<file path="config.mk">
export PLATFORM = sky130hd
export DESIGN_NAME = rc4_phase_sequencer
export DESIGN_NICKNAME = d
export VERILOG_FILES = /design/src/rtl/rc4_pkg.sv /design/src/rtl/phase_watchdog.sv /design/src/rtl/rc4_phase_sequencer.sv
export SDC_FILE = /design/constraint.sdc
export NUM_CORES = 1
export LEC_CHECK = 0
export BUFFER_PORTS_ARGS = -buffer_cell sky130_fd_sc_hd__buf_2
export CORE_UTILIZATION = 40
export CTS_CLUSTER_DIAMETER = 100
export DETAILED_ROUTE_END_ITERATION = 8
export GPL_ROUTABILITY_DRIVEN = 0
export GPL_TIMING_DRIVEN = 0
export PLACE_DENSITY = 0.7
export SYNTH_ARGS = -nofsm -noshare
export SYNTH_HDL_FRONTEND = slang
export SYNTH_HIERARCHICAL = 1
export SYNTH_SLANG_ARGS = --single-unit
</file>
<file path="constraint.sdc">
create_clock -name clk -period 2.81 [get_ports clk]
set_input_delay 0.562 -clock clk [delete_from_list [all_inputs] [get_ports clk]]
set_output_delay 0.562 -clock clk [all_outputs]
set_load 0.02 [all_outputs]
</file>
<file path="src/rtl/rc4_pkg.sv">
// rtl/rc4_pkg.sv - shared types and constants for the RC4 key-search sequencer
package rc4_pkg;

    localparam int N_PHASE = 3;
    localparam int S_DEPTH = 256;

    typedef enum logic [1:0] {
        PH_FILL = 2'd0,
        PH_KSA  = 2'd1,
        PH_PRGA = 2'd2
    } phase_e;

    typedef enum logic [3:0] {
        ST_IDLE,
        ST_CLR,
        ST_FILL_GO,
        ST_FILL_WAIT,
        ST_KSA_GO,
        ST_KSA_WAIT,
        ST_PRGA_GO,
        ST_PRGA_WAIT,
        ST_NEXT_KEY,
        ST_FOUND,
        ST_EXHAUSTED,
        ST_ERROR
    } seq_state_t;

    // vld=0 means no engine owns the S RAM
    typedef struct packed {
        logic   vld;
        phase_e ph;
    } grant_t;

    // An engine owns the RAM from its GO cycle through the end of its WAIT
    function automatic grant_t grant_of(input seq_state_t s);
        grant_t g;
        g = '{vld: 1'b0, ph: PH_FILL};
        case (s)
            ST_FILL_GO, ST_FILL_WAIT: g = '{vld: 1'b1, ph: PH_FILL};
            ST_KSA_GO,  ST_KSA_WAIT:  g = '{vld: 1'b1, ph: PH_KSA};
            ST_PRGA_GO, ST_PRGA_WAIT: g = '{vld: 1'b1, ph: PH_PRGA};
            default:                  g = '{vld: 1'b0, ph: PH_FILL};
        endcase
        return g;
    endfunction

endpackage

</file>
<file path="src/rtl/phase_watchdog.sv">
// rtl/phase_watchdog.sv - per-phase hang detector for the RC4 sequencer
module phase_watchdog #(
    parameter int TIMEOUT = 4096
) (
    input  logic clk,      // system clock
    input  logic reset_n,  // async active-low reset
    input  logic clear,    // restart the count (phase GO cycle)
    input  logic enable,   // count this cycle (phase WAIT cycle)
    output logic expired   // phase has waited too long
);

    localparam int CW = (TIMEOUT > 2) ? $clog2(TIMEOUT) : 1;

    logic [CW-1:0] cnt;
    logic [CW-1:0] cnt_plus;

    assign cnt_plus = cnt + CW'(1);

    // Expiry fires on the step that takes the count to TIMEOUT-1, so the
    // sequencer leaves WAIT on that same edge: TIMEOUT cycles after GO.
    assign expired = enable && (cnt_plus == CW'(TIMEOUT - 1));

    always_ff @(posedge clk or negedge reset_n) begin
        if (!reset_n) begin
            cnt <= '0;
        end else if (clear) begin
            cnt <= '0;
        end else if (enable) begin
            cnt <= cnt_plus;
        end
    end

endmodule

</file>
<file path="src/rtl/rc4_phase_sequencer.sv">
// rtl/rc4_phase_sequencer.sv - S RAM arbiter and phase sequencer for RC4 key search
module rc4_phase_sequencer
    import rc4_pkg::*;
#(
    parameter int KEY_W    = 24,
    parameter int ADDR_W   = 8,
    parameter int DATA_W   = 8,
    parameter int KEY_STEP = 1,
    parameter int TIMEOUT  = 4096
) (
    input  logic                        clk,         // system clock
    input  logic                        reset_n,     // async active-low reset
    input  logic                        start,       // begin search (idle/terminal only)
    input  logic                        abort,       // sync abort from any state
    input  logic [KEY_W-1:0]            key_start,   // first key tried
    input  logic [KEY_W-1:0]            key_end,     // last key tried, inclusive
    output logic [N_PHASE-1:0]          ph_start,    // start pulse [0]=FILL [1]=KSA [2]=PRGA
    input  logic [N_PHASE-1:0]          ph_done,     // completion pulses
    input  logic [N_PHASE-1:0]          ph_wren,     // per-engine RAM write enable
    input  logic [N_PHASE*ADDR_W-1:0]   ph_addr,     // per-engine RAM address, phase 0 in LSBs
    input  logic [N_PHASE*DATA_W-1:0]   ph_data,     // per-engine RAM write data
    input  logic                        prga_ok,     // qualified by ph_done[2]
    output logic                        reset_task,  // one-cycle clear to all engines
    output logic                        mem_wren,    // S RAM write enable
    output logic [ADDR_W-1:0]           mem_addr,    // S RAM address
    output logic [DATA_W-1:0]           mem_data,    // S RAM write data
    output logic [KEY_W-1:0]            secret_key,  // key under test
    output logic                        busy,
    output logic                        found,
    output logic                        exhausted,
    output logic                        error
);

    seq_state_t       state_q, state_d;
    grant_t           grant_q;
    logic [KEY_W-1:0] key_q;
    logic [KEY_W:0]   key_sum;
    logic [KEY_W-1:0] key_inc;
    logic             key_last;
    logic             abort_q;
    logic             wd_clear, wd_enable, wd_expired;

    // Saturating step: the carry out of the sum selects all-ones
    assign key_sum  = {1'b0, key_q} + (KEY_W + 1)'(KEY_STEP);
    assign key_inc  = key_sum[KEY_W] ? {KEY_W{1'b1}} : key_sum[KEY_W-1:0];
    assign key_last = (key_q >= key_end);

    assign wd_clear  = (state_q == ST_FILL_GO) || (state_q == ST_KSA_GO) || (state_q == ST_PRGA_GO);
    assign wd_enable = (state_q == ST_FILL_WAIT) || (state_q == ST_KSA_WAIT) || (state_q == ST_PRGA_WAIT);

    phase_watchdog #(
        .TIMEOUT (TIMEOUT)
    ) u_watchdog (
        .clk     (clk),
        .reset_n (reset_n),
        .clear   (wd_clear),
        .enable  (wd_enable),
        .expired (wd_expired)
    );

    always_ff @(posedge clk or negedge reset_n) begin
        if (!reset_n) begin
            state_q <= ST_IDLE;
        end else begin
            state_q <= state_d;
        end
    end

    // Done is tested before the watchdog so a completion on the expiry cycle wins
    always_comb begin
        state_d = state_q;
        case (state_q)
            ST_IDLE, ST_FOUND, ST_EXHAUSTED, ST_ERROR: begin
                if (start) state_d = ST_CLR;
            end
            ST_CLR:     state_d = ST_FILL_GO;
            ST_FILL_GO: state_d = ST_FILL_WAIT;
            ST_FILL_WAIT: begin
                if (ph_done[PH_FILL])  state_d = ST_KSA_GO;
                else if (wd_expired)   state_d = ST_ERROR;
            end
            ST_KSA_GO: state_d = ST_KSA_WAIT;
            ST_KSA_WAIT: begin
                if (ph_done[PH_KSA])   state_d = ST_PRGA_GO;
                else if (wd_expired)   state_d = ST_ERROR;
            end
            ST_PRGA_GO: state_d = ST_PRGA_WAIT;
            ST_PRGA_WAIT: begin
                if (ph_done[PH_PRGA])  state_d = prga_ok ? ST_FOUND : ST_NEXT_KEY;
                else if (wd_expired)   state_d = ST_ERROR;
            end
            ST_NEXT_KEY: state_d = key_last ? ST_EXHAUSTED : ST_CLR;
            default:     state_d = ST_IDLE;
        endcase
        if (abort) state_d = ST_IDLE;
    end

    // Grant is registered from the next state so the RAM mux has no decode
    // in front of it and the engine owns the bus on its GO cycle.
    always_ff @(posedge clk or negedge reset_n) begin
        if (!reset_n) begin
            grant_q <= '{vld: 1'b0, ph: PH_FILL};
            key_q   <= '0;
            abort_q <= 1'b0;
        end else begin
            grant_q <= grant_of(state_d);
            abort_q <= abort;
            if (state_d == ST_CLR) begin
                key_q <= (state_q == ST_NEXT_KEY) ? key_inc : key_start;
            end
        end
    end

    always_comb begin
        ph_start   = '0;
        reset_task = abort_q;
        busy       = 1'b1;
        found      = 1'b0;
        exhausted  = 1'b0;
        error      = 1'b0;
        case (state_q)
            ST_IDLE:      busy = 1'b0;
            ST_CLR:       reset_task = 1'b1;
            ST_FILL_GO:   ph_start[PH_FILL] = 1'b1;
            ST_KSA_GO:    ph_start[PH_KSA]  = 1'b1;
            ST_PRGA_GO:   ph_start[PH_PRGA] = 1'b1;
            ST_FOUND: begin
                busy  = 1'b0;
                found = 1'b1;
            end
            ST_EXHAUSTED: begin
                busy      = 1'b0;
                exhausted = 1'b1;
            end
            ST_ERROR: begin
                busy  = 1'b0;
                error = 1'b1;
            end
            default: ;
        endcase
    end

    always_comb begin
        mem_wren = 1'b0;
        mem_addr = '0;
        mem_data = '0;
        if (grant_q.vld) begin
            case (grant_q.ph)
                PH_FILL: begin
                    mem_wren = ph_wren[0];
                    mem_addr = ph_addr[0*ADDR_W +: ADDR_W];
                    mem_data = ph_data[0*DATA_W +: DATA_W];
                end
                PH_KSA: begin
                    mem_wren = ph_wren[1];
                    mem_addr = ph_addr[1*ADDR_W +: ADDR_W];
                    mem_data = ph_data[1*DATA_W +: DATA_W];
                end
                PH_PRGA: begin
                    mem_wren = ph_wren[2];
                    mem_addr = ph_addr[2*ADDR_W +: ADDR_W];
                    mem_data = ph_data[2*DATA_W +: DATA_W];
                end
                default: ;
            endcase
        end
    end

    assign secret_key = key_q;

endmodule

</file>
==> metrics.yaml, run 1 <==
synth.avg_cell_area_um2: 7.88
min_period_over_period_pct: 109
drv_slew: 0
maxCapViolations: 0
synth-edff-count: 0
vias: 4687
io_pins: 156
min_period_ns: 3.08
synthArstFlopShare_pct: 100
seqPwrFrac_pct: 32.5
drc: 0
num-nets-final: 847
p_sw_mw: 1.54
slowest_stage: "dfrtp_1"
antenna_cells: 0
critPathKind: "flip-flop to flip-flop"
final_cell_mix: "buf_2, nand2_1, o21ai_0"
p_sw_share_pct: 46.2
slew_headroom_pct: 29.7
seq_area_um2: 1110
h-tree-depth: 2
first_global_vias: 4289
rsz0062_at_grt: "true"
yosysSeqAreaShare_pct: 26.7
max_freq_mhz: 325
initial_utilization_pct: 41.8
final_common_cell: "buf_2"
antenna_found_initial: 0
hold_viol: 0
r2r_slack_ns: -0.27
required_ns: 3.00
r2r_end: "secret_key[6]"
skew_ns: 0.00776
fillCellCount: 868
insertion_delay_ns: 0.30
grt_start_max_net_pins: 45
clockRootBuffer: "clkbuf_8"
hold_class: "input port to flip-flop"
setup_viol: 24
ant_nets: 0
powerDensity_nw_per_um2: 589
numCtsBuffers: 5
power_frac_comb_pct: 54.8
die_w_um: 103
cts.sinks: 44
dp_cells: 811
synth_ff_type: "dfrtp_1"
final_util_pct: 57.5
area_growth_pct: 37.7
grt_overflow: 0
fp.dieH_um: 103
grt_usage_pct: 23.5
finalPower_mw: 3.34
postCtsHoldBufs: 0
r2r_cells: 16
peakVddDrop_uv: 495
instances_no_fill: 846
wire_per_inst_um: 15.2
fp-row-count: 36
arrival_ns: 3.27
setup.worst_path.end_class: "flip-flop"
core-area_um2: 9860
clk_pin_slew_ns: 0.09
ys_ff_latch: 44
dp_hpwl_um: 9490
path_max_fanout: 8
startpoint: "u_watchdog/cnt[6]"
synth_cell_types: 60
cp-start-kind: "flip-flop"
worst_slack_ns: -0.266
path_cells: "buf_6 -> nand4_1 -> buf_4 -> o211a_1 -> a211oi_2 -> nor4_4 -> buf_4 -> nor4b_4 -> a211oi_2 -> a21o_1 -> nor4_4 -> buf_6 -> and2_4 -> buf_12 -> clkbuf_16 -> a21oi_2"
grt_pass1_wl_um: 19700
worst_pin_slew_ns: 1.06
reg2reg_from: "u_watchdog/cnt[6]"
critPathMaxStageDelay_ns: 0.35
ys_warn_count: 6
finalSetupTns_ns: -5.81
dr.pass1.iters: 5
p_int_mw: 1.80
cts_tree: "yes"
drive_gt1_share_pct: 38.0
routed_wl_um: 12900
drt-initial-drc-count: 126
cp-endpoint: "secret_key[6]"
clkPwrFrac_pct: 12.7
violations: "negative setup slack"
die-area_um2: 10700
synthesis.instances: 523
synthesis.area_um2: 4120
synth_nets: 658
drt-vias-per-instance: 5.54
pre_cts_ws_ns: -0.468
multi_input_area_um2: 2890
io_buffers: 155
ctsLongestPathBuffers: 2
status: "finished with violations"
p_leak_nw: 2.58
worst max-delay path: cells and delay by family, from the launching register on:
kind	cells	cell delay (ns)
AO/OA/AOI/OAI	5	0.78
buffers and inverters	6	0.90
flip-flops	1	0.35
AND/OR/NAND/NOR	5	0.94
worst min-delay path by stage:
stage,startpoint,endpoint,cells past startpoint
after floorplan,reset_n,abort_q,0
after global placement,secret_key[18],secret_key[18],2
after detailed placement,secret_key[20],secret_key[20],2
after CTS,abort,abort_q,1
after global routing,abort,abort_q,1
final,abort,abort_q,1
sequential cells by signal, indices dropped and copies added (netlist names):
name	flops
u_watchdog/cnt	12
grant_q	3
state_q	4
abort_q	1
secret_key	24
power groups by stage:
| stage | Sequential [mW] | Clock (mW) | Combinational [mW] |
|---|---|---|---|
| 2_1_floorplan | 1.20 | 0 | 0.891 |
| 3_3_place_gp | 1.07 | 0 | 1.53 |
| 3_5_place_dp | 1.08 | 0 | 1.57 |
| 4_1_cts | 1.08 | 0.439 | 1.71 |
| 5_1_grt | 1.12 | 0.461 | 2.01 |
| 6_report | 1.09 | 0.423 | 1.83 |
cell usage after synthesis, types with 3 or more instances:
cell type	instances	area (µm²)
nor2_1	31	116
o31ai_1	5	37.5
nand2_1	67	251
nand2b_1	7	43.8
buf_6	5	56.3
nand3_1	13	65.1
buf_4	4	30.0
nor3_1	7	35.0
xnor2_1	6	52.6
a31oi_1	23	144
and4_1	3	26.3
a21o_1	3	22.5
clkbuf_1	13	48.8
and3_1	5	31.3
dfrtp_1	44	1100
ha_1	28	350
a21oi_1	22	110
inv_1	32	120
a21oi_2	20	175
nor4_2	4	50.1
and2_1	19	119
buf_2	9	45.0
a211oi_1	3	22.5
o22ai_1	13	81.3
mux2i_1	18	180
o21ai_0	51	255
nand4_1	15	93.8
xor2_1	7	61.3
nor4_1	3	18.8
nor2b_1	6	37.5
per-stage QoR:
step           cell area (µm²)  hold slack, ns
2_1_floorplan             4160           0.266
6_report                  5670           0.398
4_1_cts                   5420           0.383
5_1_grt                   5670           0.379
3_3_place_gp              5100           0.576
3_5_place_dp              5100           0.582
repair_timing:
action | 4_1_cts | 5_1_grt
gates resized for setup | 30 | 34
cloned | 0 | 3
endpoints found under the setup margin | 34 | 37
pin swaps | 8 | 16
buffers inserted | 15 | 10
cell families after synthesis:
group,share of synthesized area (%)
buffers and inverters,7.50
XOR/XNOR,2.76
AND/OR/NAND/NOR,24.9
flip-flops,26.7
adder cells (fa/ha/maj),8.50
AO/OA/AOI/OAI,25.2
multiplexers,4.37
routing by layer:
metal / wire (µm) / global-route usage [%]
met1: 5310 / 28.9
met4: 247 / 9.32
met3: 1010 / 3.83
met5: 0 / 0
met2: 6290 / 41.1
area by class of cell:
type                       count  share of cell area (%)
buffer                        32                    4.81
tap                          133                    2.93
timing repair buffer         183                    18.1
multi-input combinational    414                    50.8
sequential                    44                    19.5
clock buffer                   6                    1.46
inverter                      32                    2.12
clock inverter                 2                   0.176
No activity file was read; power rests on OpenSTA's default activity.
==> run 2, diff against run 1 <==
Settings changed: SYNTH_HIERARCHICAL 1 to not set.
==> run 2 against run 1 <==
The run ends with design-rule violations left. Final cell count down 3.2%. Design area shrank 5.1%. Routed wire length about the same. Largest power group unchanged. Highest routed layer unchanged.
==> metrics.yaml, run 2 <==
insertion_delay_ns: 0.30
p_sw_uw: 990
routed_wl_um: 12800
final_cell_mix: "buf_2, nand2_1, o21ai_0"
path_max_fanout: 10
grt_overflow: 0
synthesis.instances: 519
fp-row-count: 37
max_freq_mhz: 377
synth_commonest_cells: "nand2_1, o21ai_0, dfrtp_1, inv_1, nor2_1"
ant_nets: 0
seq_area_um2: 1110
yosysSeqAreaShare_pct: 26.2
ctsLongestPathBuffers: 2
dp_hpwl_um: 9900
drt-initial-drc-count: 285
r2r_cells: 11
seqPwrFrac_pct: 38.4
pre_cts_ws_ns: -0.561
synth_top_area_share_pct: 26.2
initial_utilization_pct: 41.0
largest_reg_flops: 24
die_w_um: 104
hold_viol: 0
grt_pass1_wl_um: 20900
violations: "design-rule violations"
synthArstFlopShare_pct: 100
finalSetupTns_ns: 0
synthesis.area_um2: 4200
antenna_found_initial: 0
clk_pin_slew_ns: 0.09
final_common_cell: "buf_2"
core-area_um2: 10200
rsz0062_at_grt: "true"
p_leak_nw: 2.44
fillCellCount: 992
fp.dieH_um: 104
worst_slack_ns: 0.158
first_global_vias: 4392
p_int_mw: 1.35
synth_cell_types: 55
postCtsHoldBufs: 0
cts_tree: "yes"
drive_gt1_share_pct: 34.7
worst_pin_slew_ns: 1.05
dp_cells: 810
slew_headroom_pct: 30.2
peakVddDrop_uv: 295
drc: 2
h-tree-depth: 2
io_pins: 156
power_frac_comb_pct: 43.0
setup_viol: 0
cp-start-kind: "flip-flop"
die-area_um2: 10900
synth_top_cell_by_area: "dfrtp_1"
multi_input_area_um2: 2910
antenna_cells: 0
critPathKind: "flip-flop to flip-flop"
io_buffers: 155
powerDensity_nw_per_um2: 434
ys_ff_latch: 44
required_ns: 2.99
ys_warn_count: 0
vias: 4554
area_growth_pct: 28.2
drv_slew: 0
grt_usage_pct: 23.4
cts.sinks: 44
instances_no_fill: 819
synth-edff-count: 0
dr.pass1.iters: 7
min_period_ns: 2.65
synth_nets: 653
synth_area_leaders: "dfrtp_1, a21oi_4, ha_1, o21ai_0, nand2_1"
whs_ns: 0.431
reg2reg_from: "secret_key[22]"
setup.worst_path.end_class: "flip-flop"
synth.avg_cell_area_um2: 8.09
arrival_ns: 2.83
r2r_slack_ns: 0.16
wire_per_inst_um: 15.7
synth_ff_type: "dfrtp_1"
grt_start_max_net_pins: 45
skew_ns: 0.0119
final_util_pct: 52.6
synth_most_common_cell: "nand2_1"
maxCapViolations: 0
num-nets-final: 816
min_period_over_period_pct: 94.4
hold_class: "input port to async pin"
clkPwrFrac_pct: 18.6
drt-vias-per-instance: 5.56
numCtsBuffers: 5
p_sw_share_pct: 42.3
status: "finished with violations"
clockRootBuffer: "clkbuf_8"
r2r_end: "secret_key[22]"
==> run 2: cell types whose count changed in the layout (fill, tap and decap cells not counted), sizes merged, moves of 8 or more <==
cell | before | now
clkbuf | 19 | 28
nand3 | 13 | 22
a21oi | 42 | 50
a41oi | 0 | 9
buf | 202 | 168
o21ai | 51 | 61
==> run 2: critical path, stage by stage (launching register included) <==
cell and delay, ns:
dfrtp_2 0.45, ha_1 0.32, a21oi_1 0.15, nand2_1 0.07, a221oi_1 0.30, o21ai_1 0.12
a31oi_2 0.23, a221o_1 0.29, and3_1 0.20, buf_6 0.15, buf_12 0.19, a21oi_4 0.06
==> run 2: worst max-delay path by stage <==
| stage | from | end | slack, ns |
|---|---|---|---|
| 2_1_floorplan | key_end[22] | secret_key[15] | 0.31 |
| 3_3_place_gp | key_end[1] | secret_key[18] | -0.46 |
| 3_5_place_dp | key_end[1] | secret_key[22] | -0.56 |
| 4_1_cts | secret_key[11] | secret_key[16] | 0.04 |
| 5_1_grt | secret_key[23] | secret_key[22] | -0.04 |
| 6_report | secret_key[22] | secret_key[22] | 0.16 |
==> run 2: power groups by stage <==
stage	Clock [mW]	Sequential, mW	Combinational, mW
floorplan	0	0.958	0.543
global placement	0	0.888	0.928
detailed placement	0	0.893	0.959
CTS	0.439	0.881	0.978
global route	0.470	0.914	1.11
finish	0.435	0.897	1.01
==> run 2: cells by family after synthesis <==
kind of cell	count (synthesis)	synth area share (%)
AO/OA/AOI/OAI	176	30.7
XOR/XNOR	7	1.46
adder cells (fa/ha/maj)	27	8.05
buffers and inverters	68	7.21
flip-flops	44	26.2
multiplexers	19	4.53
AND/OR/NAND/NOR	178	21.8
==> run 2: timing repair <==
item	in CTS	in global routing
setup endpoints to repair	35	33
gates resized for setup	9	27
setup buffers	2	0
pin swaps	1	1
==> run 2: per-stage QoR <==
step	power (mW)	cell area, µm²
after floorplan	1.50	4200
after detailed placement	1.85	5140
after global routing	2.49	5380
after CTS	2.30	5270
after global placement	1.82	5140
final	2.34	5380
==> run 2: routing by layer <==
layer  GRT usage (%)  vias up  part of all wire (%)
met5               0        -                     0
met1            29.2     2099                    42
li1                -     2196                     -
met4            6.33        0                   1.6
met3            4.01       19                   8.0
met2            41.2      240                    48
==> run 2: final cells by class <==
cell class	instances	share of cell area, %
plain buffers	31	3.23
multi-input cells	407	54.1
flip-flops and latches	44	20.6
clock buffers	8	1.67
well taps	136	3.16
repair buffers	157	14.7
inverters	36	2.51
